$ cat src/rtl/core_pkg.sv
// Shared constants and types for the 64-bit RISC-V core pipeline.
package core_pkg;

    localparam int unsigned XLEN       = 64;
    localparam int unsigned REG_ADDR_W = 6;

    localparam logic [REG_ADDR_W-1:0] REG_ZERO = '0;

    // funct3 encodings of the load instructions; 3'b111 is illegal
    localparam logic [2:0] F3_LB  = 3'b000;
    localparam logic [2:0] F3_LH  = 3'b001;
    localparam logic [2:0] F3_LW  = 3'b010;
    localparam logic [2:0] F3_LD  = 3'b011;
    localparam logic [2:0] F3_LBU = 3'b100;
    localparam logic [2:0] F3_LHU = 3'b101;
    localparam logic [2:0] F3_LWU = 3'b110;

    typedef struct packed {
        logic                  valid;
        logic                  reg_write;
        logic                  mem_to_reg;
        logic [REG_ADDR_W-1:0] rd;
        logic [2:0]            funct3;
        logic [2:0]            addr_low;
        logic [XLEN-1:0]       alu_result;
        logic [XLEN-1:0]       read_data;
    } wb_slot_t;

endpackage

$ cat src/rtl/load_align.sv
// Combinational load-data alignment and extension, plus misaligned/illegal detection.
module load_align
    import core_pkg::*;
(
    input  logic [XLEN-1:0] data_i,
    input  logic [2:0]      funct3_i,
    input  logic [2:0]      offset_i,
    output logic [XLEN-1:0] value_o,
    output logic            fault_o
);

    logic [XLEN-1:0] shifted;

    assign shifted = data_i >> {offset_i, 3'b000};

    always_comb begin
        value_o = '0;
        fault_o = 1'b0;
        case (funct3_i)
            F3_LB: value_o = {{(XLEN-8){shifted[7]}}, shifted[7:0]};
            F3_LH: begin
                value_o = {{(XLEN-16){shifted[15]}}, shifted[15:0]};
                fault_o = offset_i[0];
            end
            F3_LW: begin
                value_o = {{(XLEN-32){shifted[31]}}, shifted[31:0]};
                fault_o = |offset_i[1:0];
            end
            F3_LD: begin
                value_o = shifted;
                fault_o = |offset_i;
            end
            F3_LBU: value_o = {{(XLEN-8){1'b0}}, shifted[7:0]};
            F3_LHU: begin
                value_o = {{(XLEN-16){1'b0}}, shifted[15:0]};
                fault_o = offset_i[0];
            end
            F3_LWU: begin
                value_o = {{(XLEN-32){1'b0}}, shifted[31:0]};
                fault_o = |offset_i[1:0];
            end
            default: fault_o = 1'b1;
        endcase
    end

endmodule

$ cat src/rtl/mem_wb_stage.sv
// MEM/WB pipeline register with load formatting, register-file write port and retire counter.
module mem_wb_stage
    import core_pkg::*;
(
    input  logic                  Clock,
    input  logic                  ResetN,
    input  logic                  Stall,
    input  logic                  Flush,
    input  logic                  MemValid,
    input  logic                  MemRegWrite,
    input  logic                  MemToReg,
    input  logic [REG_ADDR_W-1:0] MemRd,
    input  logic [2:0]            MemFunct3,
    input  logic [2:0]            MemAddrLow,
    input  logic [XLEN-1:0]       MemAluResult,
    input  logic [XLEN-1:0]       MemReadData,
    output logic                  WbRegWrite,
    output logic [REG_ADDR_W-1:0] WbWriteRegister,
    output logic [XLEN-1:0]       WbWriteData,
    output logic                  LoadFault,
    output logic [63:0]           RetireCount
);

    wb_slot_t        slot_q, slot_d;
    logic [63:0]     retire_q, retire_d;
    logic [XLEN-1:0] aligned;
    logic            align_fault;

    always_comb begin
        slot_d = slot_q;
        if (Flush) begin
            slot_d.valid = 1'b0;
        end else if (!Stall) begin
            slot_d.valid      = MemValid;
            slot_d.reg_write  = MemRegWrite;
            slot_d.mem_to_reg = MemToReg;
            slot_d.rd         = MemRd;
            slot_d.funct3     = MemFunct3;
            slot_d.addr_low   = MemAddrLow;
            slot_d.alu_result = MemAluResult;
            slot_d.read_data  = MemReadData;
        end
    end

    // An instruction retires on the edge where it leaves the WB slot.
    assign retire_d = retire_q + {63'd0, slot_q.valid & ~Stall};

    always_ff @(posedge Clock or negedge ResetN) begin
        if (!ResetN) begin
            slot_q   <= '0;
            retire_q <= '0;
        end else begin
            slot_q   <= slot_d;
            retire_q <= retire_d;
        end
    end

    load_align u_load_align (
        .data_i   (slot_q.read_data),
        .funct3_i (slot_q.funct3),
        .offset_i (slot_q.addr_low),
        .value_o  (aligned),
        .fault_o  (align_fault)
    );

    always_comb begin
        LoadFault       = slot_q.valid & slot_q.mem_to_reg & align_fault;
        WbWriteRegister = slot_q.rd;
        if (LoadFault) begin
            WbWriteData = '0;
        end else if (slot_q.mem_to_reg) begin
            WbWriteData = aligned;
        end else begin
            WbWriteData = slot_q.alu_result;
        end
        WbRegWrite = slot_q.valid & slot_q.reg_write & (slot_q.rd != REG_ZERO) & ~LoadFault;
    end

    assign RetireCount = retire_q;

endmodule

$ cat config.mk
export PLATFORM = sky130hd
export DESIGN_NAME = mem_wb_stage
export DESIGN_NICKNAME = d
export VERILOG_FILES = /design/src/rtl/core_pkg.sv /design/src/rtl/load_align.sv /design/src/rtl/mem_wb_stage.sv
export SDC_FILE = /design/constraint.sdc
export NUM_CORES = 1
export LEC_CHECK = 0
export CORE_UTILIZATION = 35
export DETAILED_ROUTE_END_ITERATION = 8
export GPL_ROUTABILITY_DRIVEN = 0
export PLACE_DENSITY = 0.74
export SLEW_MARGIN = 20
export SYNTH_ARGS = -nofsm -noshare
export SYNTH_HDL_FRONTEND = slang
export SYNTH_SLANG_ARGS = --single-unit
$ cat constraint.sdc
create_clock -name Clock -period 2.1 [get_ports Clock]
set_input_delay 0.315 -clock Clock [delete_from_list [all_inputs] [get_ports Clock]]
set_output_delay 0.315 -clock Clock [all_outputs]
set_load 0.005 [all_outputs]
**Yosys cells after proc, flatten, opt, wreduce, memory -nomap -nowiden**

Index checks and enable logic that the tools add are counted.

- $add $sub $neg: 1
- Reduce and logical (&&, ||, !) cells: 8
- Shift-type cells: 1
- Equal/unequal tests: 7
- Magnitude comparators: 0
- Multipliers: 0
- Multiplexer cells: 6
- Bitwise logic cells: 9
- Div/mod/pow operators: 0

Operators with widths:

| kind | number |
|---|---|
| $pmux W64 S7 | 1 |
| $mux W143 | 1 |
| $mux W64 | 2 |
| $add A64 B1 Y64 | 1 |
| $shr A64 B6 Y64 | 1 |
| $eq A3 B3 Y1 const B | 3 |
| $reduce_or A2 Y1 | 4 |
| $and A1 B1 Y1 | 6 |
| $eq A3 B2 Y1 const B | 2 |
| $reduce_bool A6 Y1 | 1 |
| $pmux W1 S4 | 1 |
| $eq A3 B1 Y1 const B | 1 |
| $logic_not A3 Y1 | 1 |
| $not A1 Y1 | 3 |
| $reduce_or A3 Y1 | 1 |
| $ne A2 B1 Y1 const B | 1 |
| $reduce_and A2 Y1 | 1 |
| $mux W1 | 1 |

- Bits in latches: 0
- Logic and storage cells: 41
- Register bits: 207
- ROM bits: 0
- Memories: 0
- RAM bits: 0

**Depth between registers and ports, before layout**

- Depth in word-level cells: 6
- Mapped depth: 10
- Gate-level depth less buffers: 8

**Modules after synthesis**

A second synthesis with hierarchy kept.

- Cell total of the unflattened synthesis: 1145
- Area total of the unflattened synthesis: 11622.4 µm²

Modules (own cells, without submodules):

| module | cells each | sequential area each (µm²) | area an instance (µm²) | instances |
|---|---|---|---|---|
| mem_wb_stage | 841 | 5180.0 | 8942.3 | 1 |
| load_align | 304 | 0.0 | 2680.1 | 1 |

**Least setup slack after synthesis**

Ideal clock, no wire load.

- Path type: reg-to-output
- Start: register slot_q[131] (netlist name)
- End: output WbWriteData[54]
- Cell stages (with the launch flop): 9
- Arrival: 1.913 ns
- Path slack: -0.128 ns
- Path through: dfrtp_1 > inv_1 > ha_1 > or4_1 > and2_1 > clkbuf_2 > o311ai_4 > buf_6 > o221ai_2

- Cells in the longest elaborated chain, start to end: 5
- Elaborated cells on any way between the ends: 15

RTL lines:

| item | RTL line | text |
|---|---|---|
| from (decl) | mem_wb_stage.sv:24 | `wb_slot_t slot_q, slot_d;` |
| from (signal assigned) | mem_wb_stage.sv:53 | `slot_q <= slot_d;` |
| $eq A3 B2 Y1 (tied with other cells) | load_align.sv:19 | `case (funct3_i)` |
| $reduce_or A2 Y1 (no source line) | -- |  |
| $pmux W1 S4 | load_align.sv:19 |  |
| $and A1 B1 Y1 | mem_wb_stage.sv:67 | `LoadFault = slot_q.valid & slot_q.mem_to_reg & align_fault;` |
| $mux W64 * | mem_wb_stage.sv:69 | `if (LoadFault) begin` |
| to (decl) | mem_wb_stage.sv:19 | `output logic [XLEN-1:0] WbWriteData,` |

Every way passes the cells marked *; elsewhere a longest branch is shown, timed or not.

**Final worst setup path**

- Start: register slot_q[128] (netlist name)
- End: output WbWriteData[49]

- Cells in the longest elaborated chain, start to end: 4
- Elaborated cells on any way between the ends: 8

RTL lines:

| item | RTL line | text |
|---|---|---|
| $shr A64 B6 Y64 (tied with other cells) | load_align.sv:14 | `assign shifted = data_i >> {offset_i, 3'b000};` |
| $pmux W64 S7 / $pmux W1 S4 (equally long branches) | load_align.sv:19 |  |
| $mux W64 / $and A1 B1 Y1 (equally long branches) | mem_wb_stage.sv:71, mem_wb_stage.sv:67 |  |
| $mux W64 * | mem_wb_stage.sv:69 |  |

Marked as above.

==> flow_summary.toml <==
[placement]
io_buffers = 282
dp.final_hpwl_um = 30000
dp.cells = 1822

[job]
maxCapViolCount = 0

[clock_tree]
clockBufferDepth = 3
cts.clk_slew.worst_paths_ns = 0.06
clock-sinks = 207
numCtsBuffers = 25
root_buffer = "clkbuf_16"
clk_latency_ns = 0.53
cts_tree = "done"
htreeDepth = 1

[floorplanning]
die_w_um = 180
ioPinCount = 283
core-area_um2 = 30800
dieArea_um2 = 32400
initial_utilization_pct = 35.9
die_y_um = 180
rows = 64

[routing]
routed_wl_um = 42800
wl_per_cell_um = 22.1
firstDrtPassIters = 9
postRouteAntennaNets = 0
routed-via-count = 10453
drt-initial-drc-count = 712
drc = 29
viasPerCell = 5.39

[power]
power.net_switching_mw = 4.34
internal_power_mw = 9.81
peakVddDrop_mv = 0.713
swShare_pct = 30.7
power_frac_seq_pct = 34.0
p_leak_nw = 7.92
combPwrFrac_pct = 32.9
power_density_nw_per_um2 = 785
power_frac_clock_pct = 33.0

[timing]
fin_ws_ns = -0.932
relSlewSlack_pct = 53.9
setup_viol_count_final = 120
rsz0062_at_grt = "yes"
final.setup_skew_ns = 0.0104
slew_viol_final = 0
max_freq_mhz = 330
hold_viol = 0
finalCritPeriodShare_pct = 144
period_needed_ns = 3.03
tightest_slew_ns = 0.691

[logic_synthesis]
ys_seq_area_share_pct = 46.8
synth_cells = 1049
ys.flop_type = "dfrtp_1"
syn-num-nets = 1203
ys_seq_elements = 207
synthArstFlopShare_pct = 100
yosys.cell_types.count = 62
ys.warnings.count = 0
synth_edf_count = 0
syn-cell-area_um2 = 11100
syn_area_per_cell_um2 = 10.6

[worst_setup_path]
r2r-start = "slot_q[142]$_DFFE_PN0P_"
crit_path_top_delay_cell = "dfrtp_2"
cp-start-kind = "flip-flop"
crit_chain = "buf_12 -> mux2i_1 -> a22o_1 -> nor4b_4 -> o311ai_4 -> buf_6 -> buf_12 -> buf_4 -> o221ai_2 -> buf_2"
rr_worst_depth = 15
path_max_fanout = 9
cpLargestDelayFamily = "buffers and inverters"
slowest_delay_ns = 0.43
timing.critical_path.buf_inv = 5
r2r_end = "RetireCount[56]$_DFF_PN0_"
cpMostUsedCell = "buf_12"
cp_data_arrival_time_ns = 2.72
endpoint_kind = "output port"
critical_path_class = "reg -> out"
required_ns = 1.78
r2r_slack_ns = -0.39

[worst_hold_path]
min_path_type = "in -> async"

[global_routing]
grt_max_degree = 53
grtUsageTotal_pct = 25.3
grt_overflow_total = 0
antenna_found_initial = 3
first_global_vias = 10814
grt_pass1_wl_um = 63400

[final_layout]
diodes = 0
nFillCells = 2421
finalNetCount = 1678
final_layout_size_suffix_gt1_share_pct = 42.3
final_cell_count_no_fill = 1939
layout_common_cells = "clkdlybuf4s50_1, dfrtp_1, buf_4"
fin_util_pct = 58.5
final_common_cell = "clkdlybuf4s50_1"
syn_to_final_growth_pct = 62.7

[outcome]
violations = "DRC, setup timing"
status = "finished, violations left"
==> sequential cells by signal, summed over array words and instances (netlist names) <==
signal and cells:
WbWriteRegister 6, slot_q 137, RetireCount 64
==> through the flow <==
stage	hold slack, ns	total power, mW	instance area (µm²)	TNS (ns)	setup WS [ns]
after floorplan	0.0194	6.54	11100	-3.33	-0.0995
after global placement	0.300	8.83	15500	-51.73	-0.714
after detailed placement	0.301	8.89	15500	-58.18	-0.753
after CTS	0.318	13.9	17400	-57.53	-0.934
after global routing	0.339	14.7	18000	-81.34	-1.03
final	0.320	14.2	18000	-68.79	-0.932
==> worst register-to-register path, stage by stage (launching register included) <==
cell and delay, ns:
dfrtp_2 0.42, buf_6 0.11, buf_6 0.08, buf_6 0.08, buf_6 0.08, buf_6 0.08
nor2b_4 0.15, ha_4 0.17, ha_4 0.15, nand2_4 0.05, nor4_4 0.17, buf_6 0.18
nand4_1 0.13, buf_6 0.19, nor3_4 0.20, xor2_1 0.18
==> power by group through the flow <==
stage	Clock (mW)	Combinational (mW)	Sequential, mW
3_5_place_dp	0	4.07	4.82
2_1_floorplan	0	1.84	4.70
4_1_cts	4.76	4.33	4.77
6_report	4.68	4.66	4.82
3_3_place_gp	0	4.02	4.81
5_1_grt	4.93	4.94	4.86
==> area by class of cell <==
| type | count | area, µm² | share of cell area (%) |
|---|---|---|---|
| clock buffers | 34 | 719 | 3.99 |
| flip-flops and latches | 207 | 5190 | 28.8 |
| well taps | 396 | 495 | 2.75 |
| inverters | 58 | 220 | 1.22 |
| clock inverters | 12 | 181 | 1.01 |
| repair buffers | 518 | 4950 | 27.4 |
| multi-input cells | 714 | 6270 | 34.8 |
==> metal layers <==
| layer | wire length (µm) | global-route usage [%] | vias up | part of all wire, % |
|---|---|---|---|---|
| met3 | 4810 | 9.66 | 117 | 11 |
| li1 | - | - | 4675 | - |
| met1 | 16100 | 29.7 | 5100 | 38 |
| met2 | 20100 | 42.2 | 555 | 47 |
| met4 | 1840 | 8.97 | 6 | 4.3 |
| met5 | 39 | 0 | - | 0.091 |
==> Yosys cell counts, drive strengths merged, types with 23 or more instances <==
| cell | n | area share [%] |
|---|---|---|
| a21oi | 23 | 1.0 |
| buf | 35 | 2.1 |
| clkbuf | 36 | 1.2 |
| dfrtp | 207 | 47 |
| inv | 58 | 2.0 |
| mux2 | 102 | 10 |
| mux2i | 35 | 3.2 |
| nand2 | 136 | 4.6 |
| nand3 | 43 | 2.3 |
| nor2 | 60 | 2.1 |
| o21ai | 64 | 2.9 |
| o221ai | 40 | 4.4 |
| xnor2 | 31 | 2.5 |
| xor2 | 31 | 2.5 |
==> worst max-delay path by stage <==
stage / from / endpoint / cells after the start
floorplan: slot_q[128]$_DFFE_PN0P_ / WbWriteData[54] / 8
global placement: slot_q[131]$_DFFE_PN0P_ / WbWriteData[8] / 8
finish: slot_q[128]$_DFFE_PN0P_ / WbWriteData[49] / 10
CTS: slot_q[128]$_DFFE_PN0P_ / WbWriteData[49] / 10
global route: slot_q[128]$_DFFE_PN0P_ / WbWriteData[32] / 10
detailed placement: slot_q[128]$_DFFE_PN0P_ / WbWriteData[33] / 7
==> timing repair <==
item / 4_1_cts / 5_1_grt
hold endpoints to repair: 44 / 0
hold buffers: 1 / 0
buffers inserted: 46 / 29
endpoints found under the setup margin: 105 / 114
resized for setup: 449 / 102
pin swaps: 55 / 35
cloned: 3 / 0
==> logic make-up after synthesis <==
| logic type | share of synthesized area, % |
|---|---|
| adders and majority gates | 0.791 |
| buffers and inverters | 5.32 |
| and+or+nand+nor | 13.7 |
| xor gates and xnor gates | 4.90 |
| DFF | 46.8 |
| AOI/OAI and AO/OA | 13.6 |
| muxes | 15.0 |
Power figures use the tool's default switching activity.
